==> src/rtl/spi_signal_unpacker.sv <==
// spi_signal_unpacker: assembles SPI bytes into NUM_CH x CH_W channel words,
// committing each complete frame atomically to sig_out.
module spi_signal_unpacker #(
    parameter int NUM_CH = 6,
    parameter int CH_W   = 8
) (
    input  logic                   clk,
    input  logic                   nreset,
    input  logic                   sof,
    input  logic                   byte_valid,
    input  logic [7:0]             byte_in,
    input  logic                   hold,
    output logic [NUM_CH*CH_W-1:0] sig_out,
    output logic                   frame_done,
    output logic                   frame_err,
    output logic                   busy
);
    localparam int TOTAL  = NUM_CH * CH_W;
    localparam int NBYTES = TOTAL / 8;
    localparam int CW     = NBYTES > 1 ? $clog2(NBYTES) : 1;

    typedef enum logic [1:0] {IDLE, RECV, PEND} state_t;

    state_t           state_q, state_d, st;
    logic [CW-1:0]    cnt_q, cnt_d, cnt_base;
    logic [TOTAL-1:0] shadow_q, shadow_d, sh_base, sh_next, sig_q, sig_d;
    logic             done_q, done_d, err_q, err_d, busy_q;

    always_comb begin
        // sof is applied first, so a same-cycle byte lands as byte 0 of a fresh frame
        st       = sof ? RECV : state_q;
        sh_base  = sof ? '0 : shadow_q;
        cnt_base = sof ? '0 : cnt_q;
        sh_next  = TOTAL'({sh_base, byte_in});
        state_d  = st;
        cnt_d    = cnt_base;
        shadow_d = sh_base;
        sig_d    = sig_q;
        done_d   = 1'b0;
        err_d    = sof && state_q != IDLE;
        if (byte_valid && st == RECV) begin
            shadow_d = sh_next;
            cnt_d    = cnt_base + CW'(1);
            if (cnt_base == CW'(NBYTES - 1)) begin
                cnt_d   = '0;
                state_d = hold ? PEND : IDLE;
                sig_d   = hold ? sig_q : sh_next;
                done_d  = !hold;
            end
        end else if (byte_valid) begin
            err_d = 1'b1;
        end
        if (st == PEND && !hold) begin
            sig_d   = shadow_q;
            done_d  = 1'b1;
            state_d = IDLE;
        end
    end

    always_ff @(posedge clk) begin
        if (!nreset) begin
            state_q  <= IDLE;
            cnt_q    <= '0;
            shadow_q <= '0;
            sig_q    <= '0;
            done_q   <= 1'b0;
            err_q    <= 1'b0;
            busy_q   <= 1'b0;
        end else begin
            state_q  <= state_d;
            cnt_q    <= cnt_d;
            shadow_q <= shadow_d;
            sig_q    <= sig_d;
            done_q   <= done_d;
            err_q    <= err_d;
            busy_q   <= state_d != IDLE;
        end
    end

    assign sig_out    = sig_q;
    assign frame_done = done_q;
    assign frame_err  = err_q;
    assign busy       = busy_q;
endmodule

==> config.mk <==
export PLATFORM = sky130hd
export DESIGN_NAME = spi_signal_unpacker
export DESIGN_NICKNAME = d
export VERILOG_FILES = /design/src/rtl/spi_signal_unpacker.sv
export SDC_FILE = /design/constraint.sdc
export NUM_CORES = 1
export LEC_CHECK = 0
export BUFFER_PORTS_ARGS = -buffer_cell sky130_fd_sc_hd__buf_2
export CORE_ASPECT_RATIO = 1.25
export CORE_MARGIN = 2
export CORE_UTILIZATION = 50
export DETAILED_ROUTE_END_ITERATION = 16
export PLACE_DENSITY = 0.85
export SYNTH_ARGS = -nofsm -noshare
export SYNTH_HDL_FRONTEND = slang
export SYNTH_SLANG_ARGS = --single-unit
==> constraint.sdc <==
create_clock -name clk -period 1.4 [get_ports clk]
set_input_delay 0.14 -clock clk [delete_from_list [all_inputs] [get_ports clk]]
set_output_delay 0.14 -clock clk [all_outputs]
set_load 0.005 [all_outputs]
Word level (Yosys, flattened, before mapping). Cells that the tools add are included.

Add/subtract/negate cells: 1. Eq/ne operators: 4. Multiplexer cells: 19. Reductions and logical operators: 10.

Operators with widths (count): two-way mux 48 bit (6); two-way mux 2 bit (5); nonzero test 2 bit (5); two-way mux 3 bit (3); two-way mux 1 bit (5); adder 3 x 1 -> 3 bit (second input constant) (1); equality test 3 bit (second input constant) (1); logical AND 1 bit (3); AND reduction 3 bit (1); equality test 2 x 1 -> 1 bit (second input constant) (1); equality test 2 bit (second input constant) (1); inequality test 2 x 1 -> 1 bit (second input constant) (1); logical NOT 1 bit (1).

Flip-flop bits (word level): 104. Word-level logic and storage cells: 42.

Longest topological paths before layout. Gate-level depths: netlist of the first run.

Word-level depth: 6. Mapped depth: 7. Gate-level depth less buffers: 4.

Worst setup path after synthesis of the first run. Ideal clock, no wire load.

Path type: reg-to-reg. Start: register cnt_q[2]. End: register sig_q[27], in the netlist sig_out[27]. Arrival time: 1.439 ns. Data required time: 1.278 ns. Slack: -0.161 ns. Stages on the path, launching flop included: 6. Buffers on the path: 2. Clock period less this slack: 1.561 ns. Cells stage by stage: dfxtp_1 nor4bb_1 a211oi_2 buf_2 buf_6 a221o_1.

Word-level cells in the longest chain between the ends: 4.

Ends and longest elaborated chain: from (decl) (RTL line 25) `logic [CW-1:0] cnt_q, cnt_d, cnt_base;`; from (signal assigned) (RTL line 71) `cnt_q <= cnt_d;`; two-way mux 3 bit (RTL line 33) `cnt_base = sof ? '0 : cnt_q;`; equality test 3 bit (RTL line 44) `if (cnt_base == CW'(NBYTES - 1)) begin`; nonzero test 2 bit (no line); AND reduction 3 bit (no line); to (signal assigned) (RTL line 73) `sig_q <= sig_d;`; to (decl) (RTL line 26) `logic [TOTAL-1:0] shadow_q, shadow_d, sh_base, sh_next, sig_q, sig_d;`.

Every way passes these cells. A chain may end at the register's enable or synchronous reset.

Final worst setup path of the first run.
Start: register state_q[0]. End: register sig_q[47], in the netlist sig_out[47].

Word-level cells in the longest chain between the ends: 5.

Ends and longest elaborated chain: from (decl) (RTL line 24) `state_t state_q, state_d, st;`; from (signal assigned) (RTL line 70) `state_q <= state_d;`; two-way mux 2 bit (*) (RTL line 31) `st = sof ? RECV : state_q;`; equality test 2 bit or equality test 2 x 1 -> 1 bit (tied branches) (RTL line 53, 41); logical AND 1 bit, on equally long branches (RTL line 53, 41); inequality test 2 x 1 -> 1 bit (no line) or nonzero test 2 bit (tied branches); AND reduction 3 bit (no line).

Every way passes the cells marked *; elsewhere a longest branch is shown, timed or not.

==> results summary, run 1 <==
The flow ran to the end, but the final reports show violations. The checks that failed: setup timing. The maximum clock skew at final layout is 0.0118 ns.

The area of the core region came out at just under 0.008 mm^2. Entering global routing, the biggest net connects 49 pins. For this configuration, the core starts out at a cell density of 50.9%.

The worst-case setup margin in the final layout came out at -0.216 ns. The via count of the first global-routing pass is 3372. The final count of negative-setup-slack endpoints came out at 51. In the layout the commonest cells are 100 x dfxtp_1, 90 x nand2_1, 63 x buf_2, 50 x a21oi_1. The cell class contributing the biggest share of worst-path delay is buffers and inverters.

The final route contains 3680 vias. The total length of routed wires came out at 11600 um. The number of antenna cells inserted came out at 0.

The CTS tree is yes. Together, buffers and inverters on the worst path number 3. The maximum root-to-sink buffer count is 2. Setup repair after global routing could not meet its margin everywhere. Compared with the post-synthesis result, the final layout area differs by 28.2%. Clock latency on the worst-skew pair, taken at its later pin, is 0.38 ns.

The tree built by TritonCTS fans out to between 100 and 150 sinks. The biggest fanout along the worst timing path is 12. After synthesis, the netlist uses 29 different library cells. The startpoint of the lowest-slack hold path is byte_in[7]. In the finished design, the share of the clock period the worst path needs comes to 115%. The tool flagged a number of max-cap violations equal to 0. The maximum operating frequency came out at 619 MHz. The wire length of the first global-routing pass is between 15000 and 20000 um. Clock-pin slew was measured on the worst setup and hold paths at ~0.10 ns.

For this design, the slowest cell found on the critical path is dfxtp_4. The first detailed-routing pass took 5 iterations. The required time of the critical path came out at 1.66 ns.

The path type of the worst setup path is reg2reg. The count of cells in the finished layout, fillers not included, comes to 589. Port buffering added 63 buffers. The remaining design rule violation count is 0.

The count of nets left with antenna violations once routing finished came out at 0. After the last flow step, the layout net total stands at around 500. For this run the aggregate overflow at the end of global routing stands at 0. The instance count after placement with tap cells included is 551. The number of register bits inferred by synthesis came out at 104.

At the pin with the least slew margin, the transition time is ~0.45 ns. 64 I/O pins were placed. The TritonCTS buffer count came out at 9. Clock tree synthesis selected as its root buffer the cell clkbuf_8. After synthesis, the mean cell area works out to 9.58 um^2. The accumulated negative setup slack came out at -8.53 ns. The wire length per cell came out at 19.7 um.

The width of the die came out at ~83 um. The placer's final routability congestion estimate came out at approximately 0.78. Traced cell by cell, the critical path runs through nor4b_4, buf_4, nor4_4, buf_6, buf_12, a221o_1. The stage delay of the slowest cell on the critical path came out at 0.37 ns. In this run the tightest slew margin relative to its limit is 69.9%. The worst hold path belongs to the class in2reg. STA classifies the critical path startpoint as a register.

The leakage power total is 0.00221 uW. In this run the critical register-to-register path is launched from state_q[0]. Dividing the detail-routed via count by the number of cells gives around 6.2. The number of antenna violations at the first check in global routing came to 0.

Overall power consumption after layout is estimated at 5290 uW. The total global routing track utilization came out at between 20% and 30%. The synthesized instance count came out at 412. The total power per unit cell area came out at about 1000 mW/mm^2.

Row generation in the floorplan step produced 36 rows. The fraction of the yosys area taken by sequential cells is 52.8%. The H-tree was split into 3 levels. Once detailed placement completed, the half-perimeter wirelength came to roughly 5800 um. The worst setup slack before clock tree synthesis is -0.175 ns. The cell area after synthesis is roughly 0.0039 mm^2. The number of hold violations in the final report came out at 0.

During synthesis, Yosys emitted a total of 0 warnings. The final core area utilization is 65.3%. The max-slew violation count is 0. The total die area came out at 0.00862 mm^2. The data arrival time at the worst-slack endpoint is 1.88 ns. Tracing the worst setup path back leads to its startpoint at state_q[0]. In this run, the number of DRC markers left after iteration 0 of detailed routing was 359. The fraction of layout cells with a size suffix above 1 came out at approximately 27%. The worst voltage drop across the vdd grid is around 740 uV. The post-synthesis net count came out at between 400 and 500. The library cell used most frequently in the layout, excluding fill and tap cells, is dfxtp_1. The worst setup path is captured at a register.

The overall die height came out at 103 um. The minimum period implied by the final worst setup slack came out at ~1.6 ns.
## power breakdown
part	internal (uW)	switching [uW]	total [uW]	leakage [uW]
Sequential	2980	24.2	3000	0.000841
Clock	845	1080	1920	0.0000982
Combinational	151	213	364	0.00127
## area by class of cell
type                            count  area, um^2
Multi-Input combinational cell    269        1720
Clock inverter                      6        75.1
Tap cell                           95         119
Sequential cell                   104        2090
Inverter                            1        3.75
Clock buffer                        9         124
Timing Repair Buffer              105         930
Fill cell                         604        2690
## synth_stat cells
library cell | number | area [um^2]
dfxtp_1 | 104 | 2080
nand2_1 | 90 | 338
a21oi_1 | 51 | 255
a221o_1 | 48 | 480
and3_1 | 48 | 300
clkbuf_1 | 22 | 82.6
buf_2 | 9 | 45.0
nand3b_1 | 9 | 67.6
buf_6 | 6 | 67.6
nand2b_1 | 2 | 12.5
nor2_1 | 2 | 7.51
nor2b_1 | 2 | 12.5
o21a_1 | 2 | 15.0
o21ai_0 | 2 | 10.0
a211oi_2 | 1 | 12.5
a21boi_0 | 1 | 7.51
and4bb_2 | 1 | 12.5
clkbuf_2 | 1 | 5.00
inv_1 | 1 | 3.75
nand4b_1 | 1 | 8.76
nand4b_4 | 1 | 23.8
nor4_4 | 1 | 21.3
nor4b_4 | 1 | 23.8
nor4bb_1 | 1 | 10.0
o211a_1 | 1 | 10.0
or2_2 | 1 | 6.26
or3_1 | 1 | 6.26
or3b_2 | 1 | 8.76
xnor2_1 | 1 | 8.76
## timing repair
action	in CTS	in global routing
setup buffers	4	4
setup endpoints to repair	52	91
gates resized for setup	11	13
hold buffers	2	0
gates cloned	4	9
endpoints found under the hold margin	2	0
pin swaps	1	29
## final timing paths
kind,endpoint,slack (ns),cells past startpoint
hold reg to reg,shadow_q[45],0.46,2
setup / recovery,sig_out[47],-0.22,6
setup reg to reg,sig_out[47],-0.22,6
hold / removal,sig_out[7],0.008,2
## metrics by stage
step	cell area, um^2	hold WS [ns]
finish	5060	0.00815
global route	5060	0.0206
CTS	4800	0.00197
detailed placement	4410	0.383
global placement	4410	0.381
floorplan	3970	0.276
## layer usage
layer	up-vias	track usage [%]	part of all wire (%)
met1	1737	30.4	39
met3	43	5.08	9.6
met4	0	11.8	3.4
met2	250	43.2	48
li1	1650	-	-
met5	-	0	0
## sequential cells by signal, indices dropped and copies added, names as in the netlist
| name | flops |
|---|---|
| frame_done | 1 |
| frame_err | 1 |
| shadow_q | 48 |
| busy | 1 |
| cnt_q | 3 |
| state_q | 2 |
| sig_out | 48 |
## logic make-up (layout without fill, tap and decap cells)
group	count (synthesis)	after routing	share of synthesized area (%)
and+or+nand+nor	162	162	21.8
DFF	104	104	52.8
buffers and inverters	39	121	5.17
AOI/OAI and AO/OA	106	106	20.0
xor gates and xnor gates	1	1	0.222
Power figures use the tool's default switching activity.
==> run 2: changes to the inputs <==
--- a/config.mk
+++ b/config.mk
@@ -10,7 +10,7 @@
 export CORE_MARGIN = 2
 export CORE_UTILIZATION = 50
 export DETAILED_ROUTE_END_ITERATION = 16
-export PLACE_DENSITY = 0.85
+export PLACE_DENSITY = 0.77
 export SYNTH_ARGS = -nofsm -noshare
 export SYNTH_HDL_FRONTEND = slang
 export SYNTH_SLANG_ARGS = --single-unit
==> run 2 against run 1 <==
The run still ends with setup timing left. Final area decreased by 3.4%. Critical path depth unchanged. Sequential power about the same. Critical path type unchanged. Core utilization decreased by 2.2 points. Largest cell class unchanged. Cell count decreased by 0.68%. Sequential cell count unchanged.
==> results summary, run 2 (same netlist as run 1, synthesis figures left out) <==
The count of fill cells added during filler insertion is 628 (was 604). The growth of design area from synthesis to finish came to 23.8% (was 28.2%). Outcome: complete, but fails checks (unchanged).

The number of hold violations in the final report was 0 (unchanged). The wire length of the first global-routing pass came out at 16300 um (was 17000 um). The minimum period implied by the final worst setup slack was 1.57 ns (was 1.62 ns). The placer's final routability congestion estimate is 0.845 (was 0.776). The overall die height is 103 um (unchanged).

The total die area is 0.00862 mm^2 (unchanged). The biggest fanout along the worst timing path is 12 (unchanged). The portion of total power attributed to combinational logic is 5.8% (was 6.9%). The top-level port count is 64 (unchanged).

The depth of the CTS H-tree is 3 (unchanged). The initial core utilization is 50.9% (unchanged). The area taken by multi-input logic gates was 0.00171 mm^2 (was 0.00172 mm^2). The layer carrying the most global-route usage is met2 (unchanged). The remaining antenna violation count after routing came out at 0 (unchanged). The category of the worst setup path launch point was a register (unchanged). The TritonCTS buffer count came out at 9 (unchanged). The max-slew violation count came out at 0 (unchanged). The number of antenna violations at the first check in global routing came out at 0 (unchanged). The buffer cell driving the clock tree root is clkbuf_8 (unchanged). The fraction of layout cells with a size suffix above 1 is 26.1% (was 27.3%). Highest-count cells in the layout ignoring fill and taps: 101 x dfxtp_1, 89 x nand2_1, 63 x buf_2, 49 x a21oi_1 (was 100 x dfxtp_1, 90 x nand2_1, 63 x buf_2, 50 x a21oi_1). The data arrival time at the worst-slack endpoint came out at 1.83 ns (was 1.88 ns).

The final count of negative-setup-slack endpoints was 50 (was 51). The area of the core region was 0.00775 mm^2 (unchanged). The final cycle utilization of the critical path came out at 112% (was 115%).

The total grt overflow is 0 (unchanged). The maximum root-to-sink buffer count was 2 (unchanged). The met3 global-route usage came out at 3.81% (was 5.08%).

The iteration-0 DRC count of the detailed router is 232 (was 359). The global-route met1 utilization is 28.7% (was 30.4%). The clock insertion delay at the later pin of the skew report is 0.37 ns (was 0.38 ns). The path type of the worst setup path is reg2reg (unchanged).

The detail-routed via count per cell was 5.82 (was 6.25). The max capacitance violation total is 0 (unchanged). Violations in the final reports: setup timing (unchanged). The total power per unit cell area came out at 1090 mW/mm^2 (was 1050 mW/mm^2). The CTS tree is yes (unchanged). The total length of routed wires came out at 10100 um (was 11600 um). The iteration count of the initial detailed-routing pass came out at 4 (was 5).

The routing usage on met2 came out at 41.9% (was 43.2%). The kind of end point of the critical path is a register (unchanged). RSZ-0062 raised after global routing: true (unchanged). The width of the die came out at 83.5 um (unchanged). The wire length per cell is 17.3 um (was 19.7 um).

The number of antenna cells inserted came out at 0 (unchanged). The final total power came out at 5310 uW (was 5290 uW). The most common library cell in the layout ignoring fill and taps is dfxtp_1 (unchanged). The area of all sequential standard cells came out at 0.00209 mm^2 (about the same).

The share of total power consumed by net switching came out at 25.0% (was 24.8%). The routed via count is 3404 (was 3680). The remaining design rule violation count came out at 0 (unchanged). The reg2reg setup slack was -0.17 ns (was -0.22 ns). The CTS clock-pin slew for the worst setup and hold paths came out at 0.10 ns (about the same). The total half-perimeter wirelength after legalization and detailed placement came out at 5840 um (was 5850 um).

The leakage power total is 0.00213 uW (was 0.00221 uW). The quantity of I/O buffers inserted on ports came out at 63 (unchanged). The max-slew headroom at the worst pin was 69.0% (was 69.9%).

The cell internal power dissipation came out at 3980 uW (was 3970 uW). The accumulated negative setup slack came to -7.70 ns (was -8.53 ns). The via count of the first global-routing pass came out at 3307 (was 3372).

The number of clock sinks came out at 104 (unchanged). The transition time of the tightest slew-check pin came out at 0.465 ns (was 0.451 ns). The maximum operating frequency was 635 MHz (was 619 MHz).

The largest net degree at the start of global routing came out at 49 (unchanged). The clock share of power came out at 37.7% (was 36.3%). The worst min-delay path class is in2reg (unchanged). The total net switching power is 1330 uW (was 1310 uW).

The required time of the critical path is 1.66 ns (about the same). The total global routing track utilization came out at 23.9% (was 25.0%). The instance count after placement with tap cells included was 553 (was 551). The worst voltage drop across the vdd grid came to 740 uV (was 736 uV).

The total number of nets in the final design is 498 (was 503). The sequential share of power is 56.5% (was 56.8%). The number of placement rows came out at 36 (unchanged). The final non-filler cell total came out at 585 (was 589).

The worst-case setup margin in the final layout is -0.174 ns (was -0.216 ns). The maximum clock skew at final layout is 0.0132 ns (was 0.0118 ns).
## run 2: power by group through the flow
stage,Combinational (uW),Sequential (uW),Clock [uW]
finish,307,3000,2000
global route,331,3000,2150
CTS,303,3000,2040
detailed placement,259,3070,0
global placement,256,3070,0
floorplan,160,3060,0
## run 2: worst paths after layout
check | startpoint | to | depth (start not counted)
hold / removal | byte_in[0] | shadow_q[0] | 3
hold reg to reg | shadow_q[44] | shadow_q[44] | 2
setup / recovery | state_q[0] | sig_out[33] | 6
setup reg to reg | state_q[0] | sig_out[33] | 6
## run 2: metrics by stage
step | worst slack, ns | hold slack [ns] | util (%) | instance area (um^2)
2_1_floorplan | -0.0906 | 0.276 | - | 3970
3_3_place_gp | -0.110 | 0.383 | 57.0 | 4420
3_5_place_dp | -0.197 | 0.382 | 57.0 | 4420
4_1_cts | -0.164 | 0.0122 | 62.7 | 4860
5_1_grt | -0.231 | 0.0231 | 63.0 | 4880
6_report | -0.174 | 0.0272 | 63.0 | 4880
## run 2: layout make-up
type	instances	area share, %
Sequential cell	104	42.8
Multi-Input combinational cell	269	35.1
Timing Repair Buffer	100	15.1
Clock buffer	9	2.54
Tap cell	95	2.43
Clock inverter	7	2.00
Inverter	1	0.0769
## run 2: what timing repair did
action	in CTS	in global routing
setup buffers	6	0
setup endpoints to repair	98	78
cloned	3	0
pin swaps	2	7
gates resized for setup	8	7
hold endpoints to repair	8	0
hold buffers	7	0
## run 2: layer usage
| metal | up-vias | part of all wire, % | wire length, um |
|---|---|---|---|
| met3 | 19 | 5.3 | 541 |
| li1 | 1636 | - | - |
| met1 | 1633 | 42 | 4290 |
| met2 | 116 | 50 | 5040 |
| met5 | - | 0 | 0 |
| met4 | 0 | 2.5 | 257 |
## run 2: worst max-delay path, stage by stage, from the launching register on
cell and delay, ns:
dfxtp_4 0.37, nor4b_4 0.21, buf_4 0.17, nor4_4 0.05, buf_4 0.16, buf_12 0.15, a221o_1 0.34
==> run 3: changes to the inputs <==
--- a/config.mk
+++ b/config.mk
@@ -5,12 +5,14 @@
 export SDC_FILE = /design/constraint.sdc
 export NUM_CORES = 1
 export LEC_CHECK = 0
+export ABC_CLOCK_PERIOD_IN_PS = 1400
 export BUFFER_PORTS_ARGS = -buffer_cell sky130_fd_sc_hd__buf_2
 export CORE_ASPECT_RATIO = 1.25
 export CORE_MARGIN = 2
-export CORE_UTILIZATION = 50
+export CORE_UTILIZATION = 52
+export CTS_BUF_LIST = sky130_fd_sc_hd__clkbuf_4 sky130_fd_sc_hd__clkbuf_8
 export DETAILED_ROUTE_END_ITERATION = 16
-export PLACE_DENSITY = 0.77
+export PLACE_DENSITY = 0.79
 export SYNTH_ARGS = -nofsm -noshare
 export SYNTH_HDL_FRONTEND = slang
 export SYNTH_SLANG_ARGS = --single-unit
==> run 3 against run 2 <==
The run still ends with setup timing left. First-iteration DRC count rose by 78%. Via count rose by 10%. Non-clock buffer count increased by 15. Wire length grew 26%. Total power rose by 4.4%. Die area decreased by 3.7%. Setup slack got worse by 0.071 ns. Critical path depth grew 2. Largest power group unchanged.
==> results summary, run 3 (same netlist as run 1, synthesis figures left out) <==
Outcome: complete, but fails checks (unchanged). Violations in the final reports: setup timing (unchanged). The routed via count is 3746 (was 3404). The startpoint of the lowest-slack hold path was byte_in[1] (was byte_in[0]). CP Cell Sequence: buf_4, buf_6, nor2b_4, o21ai_4, buf_12, clkbuf_16, nand2_1, a21oi_1 (was nor4b_4, buf_4, nor4_4, buf_4, buf_12, a221o_1). The maximum operating frequency came out at 608 MHz (was 635 MHz). The clock insertion delay at the later pin of the skew report is 0.39 ns (was 0.37 ns). The iteration count of the initial detailed-routing pass came out at 5 (was 4). The final design area excluding fillers came out at 0.00529 mm^2 (was 0.00488 mm^2).

The fraction of layout cells with a size suffix above 1 is 34.3% (was 26.1%). The number of placement rows came out at 35 (was 36). The placer's final routability congestion estimate was 0.808 (was 0.845). The wire length of the first global-routing pass is 15800 um (was 16300 um). The total grt overflow came out at 0 (unchanged). The total length of routed wires came out at 12700 um (was 10100 um). The start point of the critical path is state_q[0] (unchanged).

The leakage power total came out at 0.00228 uW (was 0.00213 uW). The top-level port count came to 64 (unchanged). The cell class contributing the biggest share of worst-path delay is buffers and inverters (unchanged). The max-slew violation count came out at 0 (unchanged). The total global routing track utilization is 24.5% (was 23.9%). The critical path's slowest cell is dfxtp_4 (unchanged).

The number of antenna violations at the first check in global routing is 0 (unchanged). The total buffers and inverters traversed by the critical path is 4 (was 3). The category of the worst setup path launch point is a register (unchanged). The growth of design area from synthesis to finish is 34.0% (was 23.8%). The max capacitance violation total is 0 (unchanged). The biggest fanout along the worst timing path was 24 (was 12).

The accumulated negative setup slack came out at -15.11 ns (was -7.70 ns). The required time of the critical path came out at 1.71 ns (was 1.66 ns). The iteration-0 DRC count of the detailed router is 414 (was 232).

The post-detailed-placement cell area is 0.00445 mm^2 (was 0.00442 mm^2). The worst min-delay path class is in2reg (unchanged). The CTS clock-pin slew for the worst setup and hold paths came to 0.11 ns (was 0.10 ns). The data arrival time at the worst-slack endpoint came out at 1.95 ns (was 1.83 ns). The area of the core region came to 0.00736 mm^2 (was 0.00775 mm^2). The remaining antenna violation count after routing is 0 (unchanged). The initial core utilization came out at 53.6% (was 50.9%).

The total die area came out at 0.00830 mm^2 (was 0.00862 mm^2). The number of antenna cells inserted came out at 0 (unchanged). The number of hold violations in the final report is 0 (unchanged). The largest net degree at the start of global routing is 49 (unchanged).

The number of clock sinks is 104 (unchanged). The total power per unit cell area is 1050 mW/mm^2 (was 1090 mW/mm^2). The maximum root-to-sink buffer count came to 2 (unchanged).

The worst-case setup margin in the final layout is -0.246 ns (was -0.174 ns). The remaining design rule violation count is 0 (unchanged). The maximum clock skew at final layout came out at 0.0176 ns (was 0.0132 ns). The path type of the worst setup path is reg2reg (unchanged). The TritonCTS buffer count was 9 (unchanged). The most common library cell in the layout ignoring fill and taps is dfxtp_1 (unchanged).

The via count of the first global-routing pass is 3233 (was 3307). The transition time of the tightest slew-check pin came to 0.576 ns (was 0.465 ns). The total half-perimeter wirelength after legalization and detailed placement is 5840 um (about the same). The instance count after placement with tap cells included is 551 (was 553).

The final non-filler cell total was 597 (was 585). The depth of the CTS H-tree was 3 (unchanged). The worst voltage drop across the vdd grid is 758 uV (was 740 uV). The kind of end point of the critical path is a register (unchanged). The reg-to-reg critical path startpoint is state_q[0] (unchanged). The width of the die came out at 81.9 um (was 83.5 um). Highest-count cells in the layout ignoring fill and taps: 100 x dfxtp_1, 81 x nand2_1, 63 x buf_2, 48 x and3_1, 48 x a221o_1 (was 101 x dfxtp_1, 89 x nand2_1, 63 x buf_2, 49 x a21oi_1). The stage delay of the slowest cell on the critical path was 0.38 ns (was 0.37 ns). The buffer cell driving the clock tree root is clkbuf_8 (unchanged). The detail-routed via count per cell came to 6.27 (was 5.82).

RSZ-0062 raised after global routing: true (unchanged). The final cycle utilization of the critical path is 118% (was 112%). The total number of nets in the final design came out at 513 (was 498). The minimum period implied by the final worst setup slack came out at 1.65 ns (was 1.57 ns). The max-slew headroom at the worst pin came out at 61.6% (was 69.0%). The wire length per cell came out at 21.3 um (was 17.3 um). The quantity of I/O buffers inserted on ports came out at 63 (unchanged).

The CTS tree is yes (unchanged). The final count of negative-setup-slack endpoints is 98 (was 50). The overall die height is 101 um (was 103 um). The final core area utilization is 71.9% (was 63.0%).
[run 3: stage by stage]
stage	total power (uW)	hold WS [ns]	worst slack, ns
2_1_floorplan	3220	0.276	-0.0906
3_3_place_gp	3340	0.383	-0.136
3_5_place_dp	3340	0.382	-0.173
4_1_cts	5370	0.00337	-0.149
5_1_grt	5680	0.0193	-0.285
6_report	5540	0.00784	-0.246
[run 3: layout make-up]
cell class,count,area (um^2)
well taps,92,115
clock inverters,7,95.1
clock buffers,9,124
repair buffers,115,1030
inverters,1,3.75
fillers,514,2070
multi-input cells,269,1830
flip-flops and latches,104,2090
[run 3: where the power goes]
group	total [uW]	internal (uW)	switching [uW]
registers	3000	2980	24.4
logic	467	211	256
clock network	2080	893	1180
[run 3: worst register-to-register path, cell delays in order (launching register included)]
cell	delay, ns
dfxtp_4	0.38
buf_4	0.14
buf_6	0.10
nor2b_4	0.13
o21ai_4	0.16
buf_12	0.15
clkbuf_16	0.21
nand2_1	0.10
a21oi_1	0.20
[run 3: path summary, 6_finish.rpt]
kind                                     end  slack, ns  cells after the start
worst max-delay path            shadow_q[23]      -0.25                      8
worst max register to register  shadow_q[23]      -0.25                      8
worst min register to register  shadow_q[46]       0.46                      2
worst min-delay path              sig_out[1]      0.008                      2
[run 3: routing by layer]
layer / global-route usage [%] / vias to the layer above / routed length (um) / part of all wire [%]
met2: 39.5 / 236 / 6180 / 49
met1: 30.8 / 1791 / 4940 / 39
li1: - / 1673 / - / -
met5: 0 / - / 0 / 0
met3: 4.28 / 46 / 1110 / 8.7
met4: 13.7 / 0 / 494 / 3.9
[run 3: repair_timing]
| action | in CTS | in global routing |
|---|---|---|
| hold buffers | 7 | 0 |
| setup buffers | 6 | 5 |
| pin swaps | 1 | 21 |
| endpoints found under the setup margin | 99 | 100 |
| gates cloned | 1 | 12 |
| hold endpoints to repair | 11 | 0 |
| gates resized for setup | 12 | 42 |
